$ cat src/rtl/piso_shifter.sv
// piso_shifter: parallel-in/serial-out serializer with frame_start/frame_done markers; build option PISO_PARITY_EN.
// Latency: word accepted at edge N shows its first bit the cycle after N; frame is WIDTH cycles (+1 parity bit when enabled).
// Backpressure: load_ready only in IDLE or on the final frame bit; load_valid is ignored otherwise and the source must hold the word.
module piso_shifter #(
    parameter int WIDTH     = 4,
    parameter bit MSB_FIRST = 1'b1
) (
    input  logic             clk,
    input  logic             resetn,
    input  logic             load_valid,
    output logic             load_ready,
    input  logic [WIDTH-1:0] load_data,
    output logic             data_out,
    output logic             out_valid,
    output logic             frame_start,
    output logic             frame_done
);

    localparam int            CW   = $clog2(WIDTH + 1);
    localparam logic [CW-1:0] LAST = CW'(WIDTH - 1);
    localparam logic [CW-1:0] ONE  = CW'(1);

`ifdef PISO_PARITY_EN
    localparam bit PAR_EN = 1'b1;
    typedef enum logic [1:0] {IDLE, SHIFT, PARITY} state_t;
`else
    localparam bit PAR_EN = 1'b0;
    typedef enum logic [1:0] {IDLE, SHIFT} state_t;
`endif

    state_t           state_q;
    logic [WIDTH-1:0] sr_q;
    logic [CW-1:0]    cnt_q;
    logic             data_out_q;
    logic             out_valid_q;
    logic             frame_start_q;
    logic             frame_done_q;
`ifdef PISO_PARITY_EN
    logic             par_q;
`endif

    logic [WIDTH-1:0] load_shift_d;
    logic [WIDTH-1:0] sr_shift_d;
    logic             load_first_d;
    logic             sr_next_d;
    logic             accept;

    // Bit-order selection: the bit to drive next, and the remaining bits left behind it.
    always_comb begin
        if (MSB_FIRST) begin
            load_first_d = load_data[WIDTH-1];
            load_shift_d = load_data << 1;
            sr_next_d    = sr_q[WIDTH-1];
            sr_shift_d   = sr_q << 1;
        end else begin
            load_first_d = load_data[0];
            load_shift_d = load_data >> 1;
            sr_next_d    = sr_q[0];
            sr_shift_d   = sr_q >> 1;
        end
    end

    // Ready in IDLE or on the final frame bit, so a follow-on word chains with no idle gap.
    always_comb begin
        load_ready = 1'b0;
        case (state_q)
            IDLE:    load_ready = 1'b1;
            SHIFT:   load_ready = (cnt_q == LAST) && !PAR_EN;
`ifdef PISO_PARITY_EN
            PARITY:  load_ready = 1'b1;
`endif
            default: load_ready = 1'b0;
        endcase
    end

    assign accept = load_valid && load_ready;

    // Frame sequencer: every serial output is registered; an accept always restarts at bit 0.
    always_ff @(posedge clk or negedge resetn) begin
        if (!resetn) begin
            state_q       <= IDLE;
            sr_q          <= '0;
            cnt_q         <= '0;
            data_out_q    <= 1'b0;
            out_valid_q   <= 1'b0;
            frame_start_q <= 1'b0;
            frame_done_q  <= 1'b0;
`ifdef PISO_PARITY_EN
            par_q         <= 1'b0;
`endif
        end else if (accept) begin
            state_q       <= SHIFT;
            cnt_q         <= '0;
            sr_q          <= load_shift_d;
            data_out_q    <= load_first_d;
            out_valid_q   <= 1'b1;
            frame_start_q <= 1'b1;
            // A one-bit word is both first and last bit unless a parity bit follows.
            frame_done_q  <= (WIDTH == 1) && !PAR_EN;
`ifdef PISO_PARITY_EN
            par_q         <= ^load_data;
`endif
        end else begin
            case (state_q)
                SHIFT: begin
                    frame_start_q <= 1'b0;
                    if (cnt_q == LAST) begin
`ifdef PISO_PARITY_EN
                        state_q      <= PARITY;
                        data_out_q   <= par_q;
                        frame_done_q <= 1'b1;
`else
                        state_q      <= IDLE;
                        cnt_q        <= '0;
                        data_out_q   <= 1'b0;
                        out_valid_q  <= 1'b0;
                        frame_done_q <= 1'b0;
`endif
                    end else begin
                        cnt_q        <= cnt_q + ONE;
                        sr_q         <= sr_shift_d;
                        data_out_q   <= sr_next_d;
                        frame_done_q <= ((cnt_q + ONE) == LAST) && !PAR_EN;
                    end
                end
                default: begin
                    state_q       <= IDLE;
                    cnt_q         <= '0;
                    data_out_q    <= 1'b0;
                    out_valid_q   <= 1'b0;
                    frame_start_q <= 1'b0;
                    frame_done_q  <= 1'b0;
                end
            endcase
        end
    end

    assign data_out    = data_out_q;
    assign out_valid   = out_valid_q;
    assign frame_start = frame_start_q;
    assign frame_done  = frame_done_q;

endmodule

$ cat config.mk
export PLATFORM = sky130hd
export DESIGN_NAME = piso_shifter
export DESIGN_NICKNAME = d
export VERILOG_FILES = /design/src/rtl/piso_shifter.sv
export SDC_FILE = /design/constraint.sdc
export NUM_CORES = 1
export LEC_CHECK = 0
export CORE_AREA = 4 4 41 43
export DETAILED_ROUTE_END_ITERATION = 8
export DIE_AREA = 0 0 45 47
export MAX_ROUTING_LAYER = met4
export SLEW_MARGIN = 20
export SYNTH_ARGS = -nofsm -noshare
export SYNTH_HDL_FRONTEND = slang
export SYNTH_SLANG_ARGS = --single-unit
$ cat constraint.sdc
create_clock -name clk -period 4.3 [get_ports clk]
set_clock_uncertainty 0.2 [all_clocks]
set_input_delay 0.43 -clock clk [delete_from_list [all_inputs] [get_ports clk]]
set_output_delay 0.43 -clock clk [all_outputs]
set_load 0.005 [all_outputs]
==> run summary, run 1 <==
# resized after CTS: 0
Period utilization: 59.1%
Maximum clock rate: 393 MHz
Yosys reg bits: 10
Worst EP required: 3670 ps
Area contributors post-synth: dfrtp_1, mux2_4, ha_1
CTS clock-pin slew for the worst setup and hold paths: 60 ps
First-pass GRT wire length: 1.35 mm
CTS tree: built
Clock Latency Late Sink: 260 ps
Min-delay src: cnt_q[0]$_DFF_PN0_
Reg area: 250 µm²
Max IR drop VDD: 0.212 mV
Num ports: 12
WHS Path Cells: 1
Yosys top cell area share: 54.1%
Outcome: complete, no violations
Cells on worst reg2reg path: 5
R2R setup slack: 2490 ps
Pin count of the biggest net entering global routing: 11
Placed insts: 61
Cell Count, Final, Fillers Out: 65
Family with the most delay on the worst path: buffers and inverters
Startpoint Class: register
Max Root-Sink Buffers: 2
Syn Inst Count: 36
Reg2reg start: cnt_q[0]$_DFF_PN0_
Via density: 4.58
Sequential area share after synthesis: 54.1%
Synthesized area per cell: 12.9 µm²
Detailed placement HPWL: 605 µm
Slowest cell on crit path: clkdlybuf4s50_1
Worst-margin pin slew: 445 ps
LEAKAGE: 0.298 nW
Total power per unit cell area: 588 nW/µm²
Arr. time, crit path: 1910 ps
Crit path kind: register to output port
Final net count: 62
Slew Limit Headroom: 70.3%
Area grow syn2layout: 33.2%
ANT cells: 0
Die Ht: 47 µm
Reg2Reg Capture Point: sr_q[2]$_DFFE_PN0P_
Pre-antenna DRT Iters: 2
Sum Neg Setup Slack: 0 ps
Drt wl/cell: 11.6 µm
Top cell by count, worst path: ha_1
Setup Viol. Count Final: 0
DRC violations left: 0
Met3 WL post-DR: 68 µm
YS warnings: 0
Core ar.: 1300 µm²
IO Port Bufs: 11
H-tree depth: 1
Placer Congestion: 0.705
Slew Limit Fails: 0
Met2 WL: 358 µm
Die area: 2120 µm²
Post-Syn Nets: 47
Post-CTS Setup Bufs: 0
Congestion Overflow GR: 0
Routed vias: 298
Crit. End Element: output port
Placed standard-cell area: 581 µm²
Initial antenna violation count: 0
CP max FO: 7
GRT Overall Usage: 9.69%
WHS Endpoint: cnt_q[0]$_DFF_PN0_
Top routing layer used: met3
Unrepaired setup endpoints after global routing: no
Metal-1 WL: 323 µm
Die width: 45 µm
Post-DRT Antenna Nets: 0
Max incr delay on CP: 460 ps
Multi-input gate area in the final layout: 186 µm²
Layout cells sized above 1: 22.0%
Post-CTS Hold Buffers: 0
Final hold vios: 0
Post-synthesis cell area: 463 µm²
Final WL: 751 µm
Inserted Clock Buffers: 3
Clock sink total: 10
Initial Utilization: 35.6%
CP bufs+invs: 2
Initial DRC count: 2
Vias in the first global route: 340
Rows: 13
Post-synth top area cell: dfrtp_1
Fin area: 617 µm²
Worst-path cell chain: ha_1 -> ha_1 -> and2b_1 -> inv_2 -> clkdlybuf4s50_1
FILL cells: 127
Clock period minus worst slack: 2540 ps
CTS Root Cell: clkbuf_4
Yosys cell types: 16
Hold crit path type: register to register
# Max-Cap Violations: 0
## cell usage after synthesis
master,count
and3_1,1
mux2_4,4
nand2b_2,1
a21oi_1,1
dfrtp_1,10
mux2i_1,1
nand3b_1,1
buf_6,1
o21ai_0,1
nor2_1,3
inv_2,1
and2_2,1
inv_1,3
and2b_1,1
ha_1,4
nand2_1,2
## sequential cells by signal, summed over array words and instances, names as in the netlist
signal and count:
frame_done 1, cnt_q 3, frame_start 1, state_q 1
data_out 1, sr_q 3
## how the worst max path moves through the flow
stage	startpoint	end	slack [ps]	cells after the start
floorplan	cnt_q[0]$_DFF_PN0_	load_ready	2590	4
global placement	cnt_q[0]$_DFF_PN0_	load_ready	2030	5
detailed placement	cnt_q[0]$_DFF_PN0_	load_ready	2030	5
CTS	cnt_q[0]$_DFF_PN0_	load_ready	1730	5
global route	cnt_q[0]$_DFF_PN0_	load_ready	1600	5
finish	cnt_q[0]$_DFF_PN0_	load_ready	1760	5
## through the flow
stage | util, % | hold slack (ps) | power, mW | worst slack, ps
after global placement | 44.6 | 244 | 0.282 | 2030
final | 47.4 | 261 | 0.363 | 1760
after global routing | 47.4 | 278 | 0.396 | 1600
after floorplan | - | -65.6 | 0.223 | 2590
after detailed placement | 44.6 | 262 | 0.286 | 2030
after CTS | 47.4 | 265 | 0.371 | 1730
## power by group
group	internal [mW]	switching, mW
sequential	0.127	0.0172
clock	0.0513	0.0301
combinational	0.0829	0.0541
total	0.261	0.101
## metal layers
layer  vias up  GRT usage [%]
li1        143              -
met1       145           9.48
met2        10           15.8
met3         0           2.30
met4         0           8.77
met5         -              -
## worst reg2reg max path, cell delays in order (launching register included)
cell and delay [ps]:
dfrtp_1 390, ha_1 220, ha_1 200, and2b_1 280, inv_2 110, mux2_4 310
## area by class of cell
cell class              count  area share [%]
well taps                  15            3.04
flip-flops and latches     10            40.6
inverters                   4            2.43
repair buffers             11            17.8
multi-input cells          21            30.2
clock buffers               4            5.88
## layout by cell type (no fill, tap or decap), types with 2 or more instances in the layout
cell and instances:
dfrtp_1 10, inv_1 3, clkbuf_4 3, nand2_1 2, clkdlybuf4s50_1 11, nor2_1 3
ha_1 4, mux2_4 4
## kinds of logic (layout without fill, tap and decap cells)
| kind of cell | after synthesis | after routing | share of synthesized area, % |
|---|---|---|---|
| buffers and inverters | 5 | 19 | 5.67 |
| adders and majority gates | 4 | 4 | 10.8 |
| muxes | 5 | 5 | 15.1 |
| AOI/OAI and AO/OA | 2 | 2 | 2.16 |
| DFF | 10 | 10 | 54.1 |
| and+or+nand+nor | 10 | 10 | 12.2 |
Note: power is estimated with default switching activity, not from simulation.
==> run 2, diff against run 1 <==
==> constraint.sdc (replaced) <==
create_clock -name clk -period 2.2 [get_ports clk]
set_clock_uncertainty 0.2 [all_clocks]
set_input_delay 0.22 -clock clk [delete_from_list [all_inputs] [get_ports clk]]
set_output_delay 0.22 -clock clk [all_outputs]
set_load 0.005 [all_outputs]
==> run 2 against run 1 <==
  * Global-route usage grew 1.0 points
  * Critical endpoint unchanged
  * Final cell count grew 9.2%
  * Core utilization grew 4.1 points
  * Hold slack lost 200 ps
  * Final area grew 8.7%
==> run summary, run 2 (synthesized netlist as in run 1, its figures left out) <==
Max IR drop VDD: 0.510 mV
Total power per unit cell area: 1210 nW/µm²
Period utilization: 84.4%
Core ar.: 1300 µm²
Crit. End Element: output port
Die Ht: 47 µm
Outcome: complete, no violations
CP max FO: 3
R2R setup slack: 420 ps
Placer Congestion: 0.710
Initial DRC count: 3
Worst-path cell chain: ha_2 -> ha_2 -> and2b_2 -> inv_2 -> dlymetal6s2s_1
Sum Neg Setup Slack: 0 ps
Pwr Total: 810 µW
Setup Viol. Count Final: 0
FILL cells: 127
Slew Limit Fails: 0
PnR worst setup slack: 343 ps
ANT cells: 0
Congestion Overflow GR: 0
Via density: 4.37
Rows: 13
# Max-Cap Violations: 0
Startpoint Class: register
Cell Count, Final, Fillers Out: 71
GRT Overall Usage: 10.7%
Die area: 2120 µm²
Pre-antenna DRT Iters: 2
Initial antenna violation count: 0
Arr. time, crit path: 1440 ps
Detailed placement HPWL: 603 µm
Die width: 45 µm
Clock sink total: 10
Crit path to: load_ready
Cells on worst reg2reg path: 6
Worst EP required: 1780 ps
Post-DRT Antenna Nets: 0
Final hold vios: 0
Initial Utilization: 35.6%
CTS Root Cell: clkbuf_4
Top cell by count, worst path: ha_2
Maximum clock rate: 539 MHz
Vias in the first global route: 336
Area grow syn2layout: 44.9%
Worst-margin pin slew: 458 ps
CTS tree: built
H-tree depth: 1
Reg2reg start: cnt_q[0]$_DFF_PN0_
Drt wl/cell: 12.8 µm
Crit path kind: register to output port
Final Core Density: 51.5%
Critical Path Source: cnt_q[0]$_DFF_PN0_
Placed insts: 62
LEAKAGE: 0.337 nW
Clock Latency Late Sink: 270 ps
Reg2Reg Capture Point: sr_q[2]$_DFFE_PN0P_
CP Depth: 5
Max incr delay on CP: 390 ps
Pin count of the biggest net entering global routing: 11
Final WL: 909 µm
First-pass GRT wire length: 1.43 mm
Slowest cell on crit path: dfrtp_1
Hold crit path type: input pin to asynchronous set/reset pin
Max Root-Sink Buffers: 2
Clock period minus worst slack: 1860 ps
Family with the most delay on the worst path: flip-flops
Reg area: 250 µm²
DRC violations left: 0
Largest regs: cnt_q: 3 flops, sr_q: 3 flops
CTS clock-pin slew for the worst setup and hold paths: 70 ps
Multi-input gate area in the final layout: 193 µm²
Unrepaired setup endpoints after global routing: no
IO Port Bufs: 11
Most frequent cells in the layout: dfrtp_1, clkdlybuf4s50_1, buf_4
Final net count: 68
Layout cells sized above 1: 35.7%
CP bufs+invs: 2
Num ports: 12
Slew Limit Headroom: 69.4%
Routed vias: 310
Inserted Clock Buffers: 3
Setup WS pre-CTS: 252 ps
==> run 2: routing by layer <==
metal,GRT usage (%),vias to the layer above,wire (µm)
met2,15.0,10,406
met1,12.4,144,430
met5,-,-,0
met4,10.5,0,0
met3,2.30,0,71
li1,-,156,-
==> run 2: worst min path at each step <==
stage / start / endpoint / slack, ps / cells past startpoint
floorplan: resetn / cnt_q[0]$_DFF_PN0_ / -280 / 0
global placement: cnt_q[0]$_DFF_PN0_ / cnt_q[0]$_DFF_PN0_ / 250 / 1
detailed placement: cnt_q[0]$_DFF_PN0_ / cnt_q[0]$_DFF_PN0_ / 250 / 1
CTS: resetn / frame_start$_DFF_PN0_ / 70 / 1
global route: resetn / frame_start$_DFF_PN0_ / 100 / 1
finish: resetn / state_q[0]$_DFFE_PN0P_ / 70 / 1
==> run 2: what timing repair did <==
item | 4_1_cts | 5_1_grt
setup buffers | 2 | 3
resized for setup | 1 | 3
pin swaps | 0 | 0
hold buffers | 0 | 0
endpoints found under the setup margin | 1 | 1
==> run 2: layout make-up <==
type,count,share of cell area [%]
inverters,4,2.24
well taps,15,2.80
multi-input cells,21,28.7
clock buffers,4,5.41
repair buffers,17,23.5
flip-flops and latches,10,37.3
==> run 2: report_power, final <==
| part | switching, mW | internal [mW] |
|---|---|---|
| sequential | 0.0337 | 0.248 |
| combinational | 0.128 | 0.233 |
| clock | 0.0673 | 0.101 |
| total | 0.229 | 0.582 |
==> run 2: stage by stage <==
stage	cell area, µm²	hold WS [ps]
after floorplan	463	-276
after global placement	588	246
after detailed placement	588	253
after CTS	641	70.8
after global routing	671	104
final	671	65.2
